==> config.mk <==
export PLATFORM = sky130hd
export DESIGN_NAME = param_stack
export DESIGN_NICKNAME = d
export VERILOG_FILES = /design/src/rtl/stack_pkg.sv /design/src/rtl/stack_read_mux.sv /design/src/rtl/param_stack.sv
export SDC_FILE = /design/constraint.sdc
export NUM_CORES = 2
export LEC_CHECK = 0
export BUFFER_PORTS_ARGS = -buffer_cell sky130_fd_sc_hd__clkbuf_2
export CAP_MARGIN = 25
export CELL_PAD_IN_SITES_DETAIL_PLACEMENT = 2
export CELL_PAD_IN_SITES_GLOBAL_PLACEMENT = 2
export CORE_AREA = 5 5 261 453
export DETAILED_ROUTE_END_ITERATION = 8
export DIE_AREA = 0 0 266 458
export GPL_TIMING_DRIVEN = 0
export PLACE_DENSITY = 0.89
export SETUP_SLACK_MARGIN = 0.3
export SYNTH_ARGS = -nofsm -noshare
export SYNTH_HDL_FRONTEND = slang
export SYNTH_HIERARCHICAL = 1
export SYNTH_SLANG_ARGS = --single-unit
==> constraint.sdc <==
create_clock -name clk -period 11.28 [get_ports clk]
set_input_delay 2.256 -clock clk [delete_from_list [all_inputs] [get_ports clk]]
set_output_delay 2.256 -clock clk [all_outputs]
set_load 0.02 [all_outputs]
==> src/rtl/stack_pkg.sv <==
// rtl/stack_pkg.sv - stack operation encoding shared with the core's stack-op decoder
package stack_pkg;

    localparam logic [1:0] OP_NOP     = 2'd0;
    localparam logic [1:0] OP_PUSH    = 2'd1;
    localparam logic [1:0] OP_REPLACE = 2'd2;
    localparam logic [1:0] OP_POP     = 2'd3;

endpackage

==> src/rtl/stack_read_mux.sv <==
// rtl/stack_read_mux.sv - masked read of stack entry idx (0 = top) from the circular buffer
module stack_read_mux #(
    parameter int WIDTH = 16,
    parameter int DEPTH = 64,
    parameter int AW    = $clog2(DEPTH)
) (
    input  logic [DEPTH-1:0][WIDTH-1:0] mem,
    input  logic [AW-1:0]               tp,
    input  logic [AW:0]                 count,
    input  logic [AW-1:0]               idx,
    output logic [WIDTH-1:0]            data
);

    logic [AW-1:0] slot;
    logic          occupied;

    // Unoccupied entries read as zero so stale memory never leaks out.
    always_comb begin
        slot     = tp - idx;
        occupied = ({1'b0, idx} < count);
        data     = occupied ? mem[slot] : '0;
    end

endmodule

==> src/rtl/param_stack.sv <==
// rtl/param_stack.sv - parametrised LIFO stack on a circular buffer, falling-edge updated
module param_stack
    import stack_pkg::*;
#(
    parameter int WIDTH       = 16,
    parameter int DEPTH       = 64,
    parameter int DROP_OLDEST = 1,
    localparam int AW         = $clog2(DEPTH)
) (
    input  logic             clk,
    input  logic             reset,
    input  logic [1:0]       op,
    input  logic [WIDTH-1:0] w,
    input  logic [AW-1:0]    peek_idx,
    input  logic             err_clr,
    output logic [WIDTH-1:0] a,
    output logic [WIDTH-1:0] b,
    output logic [WIDTH-1:0] peek,
    output logic [AW:0]      count,
    output logic             empty,
    output logic             full,
    output logic             ovf,
    output logic             unf
);

    localparam logic [AW:0]   COUNT_MAX = (AW+1)'(DEPTH);
    localparam logic [AW-1:0] ONE       = AW'(1);

    logic [DEPTH-1:0][WIDTH-1:0] mem;
    logic [AW-1:0]               tp;
    logic [AW-1:0]               tp_nxt;
    logic [AW:0]                 count_nxt;
    logic [AW-1:0]               wr_addr;
    logic                        wr_en;
    logic                        ovf_set;
    logic                        unf_set;

    assign empty = (count == '0);
    assign full  = (count == COUNT_MAX);

    always_comb begin
        tp_nxt    = tp;
        count_nxt = count;
        wr_en     = 1'b0;
        wr_addr   = tp;
        ovf_set   = 1'b0;
        unf_set   = 1'b0;
        case (op)
            OP_PUSH: begin
                if (!full) begin
                    tp_nxt    = tp + ONE;
                    count_nxt = count + 1'b1;
                    wr_en     = 1'b1;
                    wr_addr   = tp + ONE;
                end else begin
                    ovf_set = 1'b1;
                    // When full, the slot after top holds the oldest entry.
                    if (DROP_OLDEST != 0) begin
                        tp_nxt  = tp + ONE;
                        wr_en   = 1'b1;
                        wr_addr = tp + ONE;
                    end
                end
            end
            OP_REPLACE: begin
                if (empty) begin
                    unf_set = 1'b1;
                end else begin
                    wr_en   = 1'b1;
                    wr_addr = tp;
                end
            end
            OP_POP: begin
                if (empty) begin
                    unf_set = 1'b1;
                end else begin
                    tp_nxt    = tp - ONE;
                    count_nxt = count - 1'b1;
                end
            end
            default: begin
            end
        endcase
    end

    always_ff @(negedge clk) begin
        if (reset) begin
            tp    <= '0;
            count <= '0;
            ovf   <= 1'b0;
            unf   <= 1'b0;
        end else begin
            tp    <= tp_nxt;
            count <= count_nxt;
            ovf   <= ovf_set | (ovf & ~err_clr);
            unf   <= unf_set | (unf & ~err_clr);
        end
    end

    // Memory is not reset; count masks stale contents on every read.
    always_ff @(negedge clk) begin
        if (!reset && wr_en) begin
            mem[wr_addr] <= w;
        end
    end

    stack_read_mux #(.WIDTH(WIDTH), .DEPTH(DEPTH), .AW(AW)) u_rd_a (
        .mem   (mem),
        .tp    (tp),
        .count (count),
        .idx   ('0),
        .data  (a)
    );

    stack_read_mux #(.WIDTH(WIDTH), .DEPTH(DEPTH), .AW(AW)) u_rd_b (
        .mem   (mem),
        .tp    (tp),
        .count (count),
        .idx   (ONE),
        .data  (b)
    );

    stack_read_mux #(.WIDTH(WIDTH), .DEPTH(DEPTH), .AW(AW)) u_rd_peek (
        .mem   (mem),
        .tp    (tp),
        .count (count),
        .idx   (peek_idx),
        .data  (peek)
    );

endmodule

==> results of run 1 <==
[cells by family after synthesis]
family / Yosys count / share of synthesized area [%]
other: 2 / 0.0128
buffers and inverters: 381 / 2.80
AO/OA/AOI/OAI: 352 / 3.87
AND/OR/NAND/NOR: 1122 / 8.86
multiplexers: 793 / 30.0
flip-flops: 1039 / 52.9
adder cells (fa/ha/maj): 40 / 0.890
XOR/XNOR: 39 / 0.690
[synthesized netlist by cell type (all sizes together), types with 14 or more instances]
library cell / n / area [um2]
nand4: 93 / 582
nand2: 408 / 1590
xnor2: 18 / 221
o22ai: 47 / 322
nand2b: 14 / 87.6
a221o: 45 / 450
xor2: 21 / 184
nand3: 372 / 1860
dfxtp: 15 / 300
mux2i: 19 / 190
edfxtp: 1024 / 30700
mux4: 768 / 17400
o21ai: 14 / 70.1
ha: 37 / 463
a21oi: 197 / 986
clkbuf: 189 / 713
buf: 149 / 768
nor2: 194 / 728
inv: 43 / 161
[metrics by stage]
step	util (%)	hold slack, ps	std cells	cell area, um2
2_1_floorplan	-	542	3792	58800
3_3_place_gp	53.6	459	5370	61100
3_5_place_dp	55.2	474	5462	62900
==> impl_metrics.ini, run 1 <==
[clock_network]
cts_setup_buffers = 141
htreeDepth = 3
root_buffer = clkbuf_16
numCtsBuffers = 105
clock_path_buffers = 3
clock-sinks = 1039
ctsResizeCount = 1450
ctsHoldBuffers = 0

[yosys]
synth-seq-cells = 1039
yosys_warnings = 6
async_flop_share_pct = 0
ys.flop_type = edfxtp_1
synthCells = 3768
netlist_area_mm2 = 0.0587
syn_area_per_cell_um2 = 15.6
synth_edf_count = 1024
synth_cell_types = 71
yosysSeqAreaShare_pct = 52.9

[place]
post-place-ws_ps = -1860
place_hpwl_mm = 217
gp_congestion = 1.09
port_buffers = 84

[die]
start_util_pct = 51.5
row_count = 164
num_io_pins = 86
die-height_um = 458
fp.dieW_um = 266

[outcome]
error = [ERROR DPL-0033] detailed placement checks failed during check placement.
outcome = did not finish
flow.stopped_at = 4_1_cts
==> inputs of run 2 (changes only) <==
--- a/config.mk
+++ b/config.mk
@@ -7,14 +7,11 @@
 export LEC_CHECK = 0
 export BUFFER_PORTS_ARGS = -buffer_cell sky130_fd_sc_hd__clkbuf_2
 export CAP_MARGIN = 25
-export CELL_PAD_IN_SITES_DETAIL_PLACEMENT = 2
-export CELL_PAD_IN_SITES_GLOBAL_PLACEMENT = 2
-export CORE_AREA = 5 5 261 453
+export CORE_AREA = 5 5 390 392
 export DETAILED_ROUTE_END_ITERATION = 8
-export DIE_AREA = 0 0 266 458
+export DIE_AREA = 0 0 395 397
 export GPL_TIMING_DRIVEN = 0
-export PLACE_DENSITY = 0.89
-export SETUP_SLACK_MARGIN = 0.3
+export PLACE_DENSITY_LB_ADDON = 0.15
 export SYNTH_ARGS = -nofsm -noshare
 export SYNTH_HDL_FRONTEND = slang
 export SYNTH_HIERARCHICAL = 1
==> run 2 against run 1 <==
Area after synthesis did not move. Synthesized cell count did not move. The flow now finishes, with violations (negative setup slack).
==> impl_metrics.ini, run 2 <==
[worst_setup_path]
worstSetupPathType = reg2out
cp.arrival_ps = 9790
required_ps = 9020
startpoint_type = flip-flop
crit_path_max_fanout = 6
cp-end-kind = output port

[timing]
setup_viol = 48
relSlewSlack_pct = 32.0
maxSlewViolCount = 0
fin_ws_ps = -763
hold_viol = 0
finClkSkew_ps = 38.0
grt_setup_unrepaired = yes
max_slew.worst_pin.slew_ps = 1020

[yosys]
synthCells = 3768
async_flop_share_pct = 0
synth_top_family_by_area = multiplexers
netlist_area_mm2 = 0.0587
synth_cell_types = 71
synth.area.top_cells = edfxtp_1 52%, mux4_2 29%, nand3_1 3.2%, nand2_1 2.6%, a21oi_1 1.7%
synth_edf_count = 1024
yosys_warnings = 6
synth_top_cell_area_share_pct = 52.4
muxShareOfSynthArea_pct = 30.0
synth_top_area_cell = edfxtp_1
ys.flop_type = edfxtp_1
synth-seq-cells = 1039
synth-simple-area-share_pct = 8.86
netlist_top_cells_count = 1024 x edfxtp_1, 747 x mux4_2, 400 x nand2_1
yosysSeqAreaShare_pct = 52.9
syn_area_per_cell_um2 = 15.6
synth_fa_ha_area_share_pct = 0.890
synth_xor_area_share_pct = 0.690
synth_most_common_cell = edfxtp_1
synth_compound_area_share_pct = 3.87

[place]
dp.cells = 5918
port_buffers = 84
gp_congestion = 1.03
place_area_mm2 = 0.0636
place_hpwl_mm = 185

[layout]
final_common_cell = inv_1
nFillCells = 12695
layout.cells.non_filler = 7326
area_growth_pct = 33.6
largest_reg_flops = 1024
largest_register = mem
top_regs = mem: 1024 flops, count: 7 flops, tp: 6 flops
mostFrequentLayoutCells = 1095 x inv_1, 1024 x edfxtp_1, 754 x mux4_2
fin_area_mm2 = 0.0785
drive_above_1_share_pct = 39.1
final_nets = 5339

[clock_network]
cts_tree = built
htreeDepth = 4
clock_path_buffers = 3
insertion_delay_ps = 770
clock-sinks = 1039
clk_pin_slew_ps = 30
numCtsBuffers = 130
root_buffer = clkbuf_16

[route]
routed_via_density = 6.38
postRouteAntennaNets = 0
drc_errors = 0
drt-wirelength-per-cell_um = 35.0
dr.pass1.iters = 8
routed_wl_mm = 256
drt-initial-drc-count = 5920
via_count = 46750

[die]
core_mm2 = 0.149
start_util_pct = 39.5
row_count = 142
die-height_um = 397
dieArea_mm2 = 0.157
fp.dieW_um = 395
num_io_pins = 86

[job]
cap_violations = 0

[global_route]
grt_usage_pct = 32.2
grt-ovfl-total = 0
grt_max_degree = 60
grt_pass1_wl_mm = 351
antenna_found_initial = 9
met1_usage_pct = 41.0
gr-usage-met3_pct = 10.6
grt_pass1_vias = 47357
grt_util_met2_pct = 48.2
busiest_layer = met2

[hold_path]
hold_path_class = reg2reg

[power_and_ir_drop]
powerDensity_mw_per_mm2 = 224
ir_worst_vdd_uv = 132
p_leak_uw = 0.0300

[outcome]
outcome = complete, but fails checks
violations = negative setup slack
==> run 2: cell counts after synthesis <==
No cell type changed its count.
==> run 2: worst max-delay path: stages (launching register included) <==
cell and delay, ps:
dfxtp_4 350, buf_6 110, inv_4 30, ha_4 150
fa_2 590, clkbuf_16 200, buf_12 170, buf_16 180
buf_12 140, mux4_2 340, nand3_1 110, nand4_1 340
a221o_1 500, clkbuf_8 170
==> run 2: layer usage <==
metal  up-vias  wire [um]  share of wire, %
met2      3231     116000                45
met5         -        144             0.056
met1     24148      94600                37
met4         8      15600               6.1
met3       640      29600                12
li1      18723          -                 -
==> run 2: power breakdown <==
group | switching [uW] | leakage [uW] | internal, uW
Combinational | 4480 | 0.0129 | 2920
Sequential | 15.8 | 0.00933 | 4290
Clock | 2750 | 0.00778 | 3150
==> run 2: through the flow <==
stage / setup WS [ps] / setup TNS (ps) / hold WS [ps] / total power (uW) / util, %
floorplan: 392 / 0 / 542 / 8090 / -
global placement: -2120 / -227520 / 455 / 10500 / 41.5
detailed placement: -1770 / -65020 / 470 / 10500 / 42.8
CTS: -782 / -28140 / 472 / 17200 / 51.9
global route: -747 / -29140 / 481 / 18300 / 52.8
finish: -763 / -27940 / 465 / 17600 / 52.8
==> run 2: path summary, 6_finish.rpt <==
kind	from	to	slack (ps)	cells after the start
worst max-delay path	tp[0]	b[3]	-760	13
worst min-delay path	unf	unf	460	2
worst max register to register	tp[0]	mem[709]	7690	10
worst min register to register	unf	unf	460	2
==> run 2: kinds of logic (layout without fill, tap and decap cells) <==
group	after synthesis	in the layout
xor+xnor	39	39
compound gates	352	352
simple gates	1122	1122
fa+ha+maj	40	40
other cells	2	32
buf+inv	381	1965
flops	1039	1039
mux	793	793
==> run 2: cell type report <==
type                            count  area, um2  area share (%)
Multi-Input combinational cell   2372      29000            36.9
Timing Repair Buffer              319       4160            5.30
Buffer                            329       3250            4.14
Clock buffer                      135       3380            4.31
Antenna cell                        6       15.0          0.0191
Inverter                           42        163           0.207
Clock inverter                   1140       5050            6.44
Sequential cell                  1039      31100            39.6
Tap cell                         1944       2430            3.10
==> run 2: timing repair <==
| action | 4_1_cts | 5_1_grt |
|---|---|---|
| buffers inserted | 81 | 39 |
| resized for setup | 1053 | 340 |
| gates cloned | 11 | 9 |
| hold buffers | 0 | 0 |
| pin swaps | 166 | 145 |
| setup endpoints to repair | 48 | 48 |
Note: power is estimated with default switching activity, not from simulation.
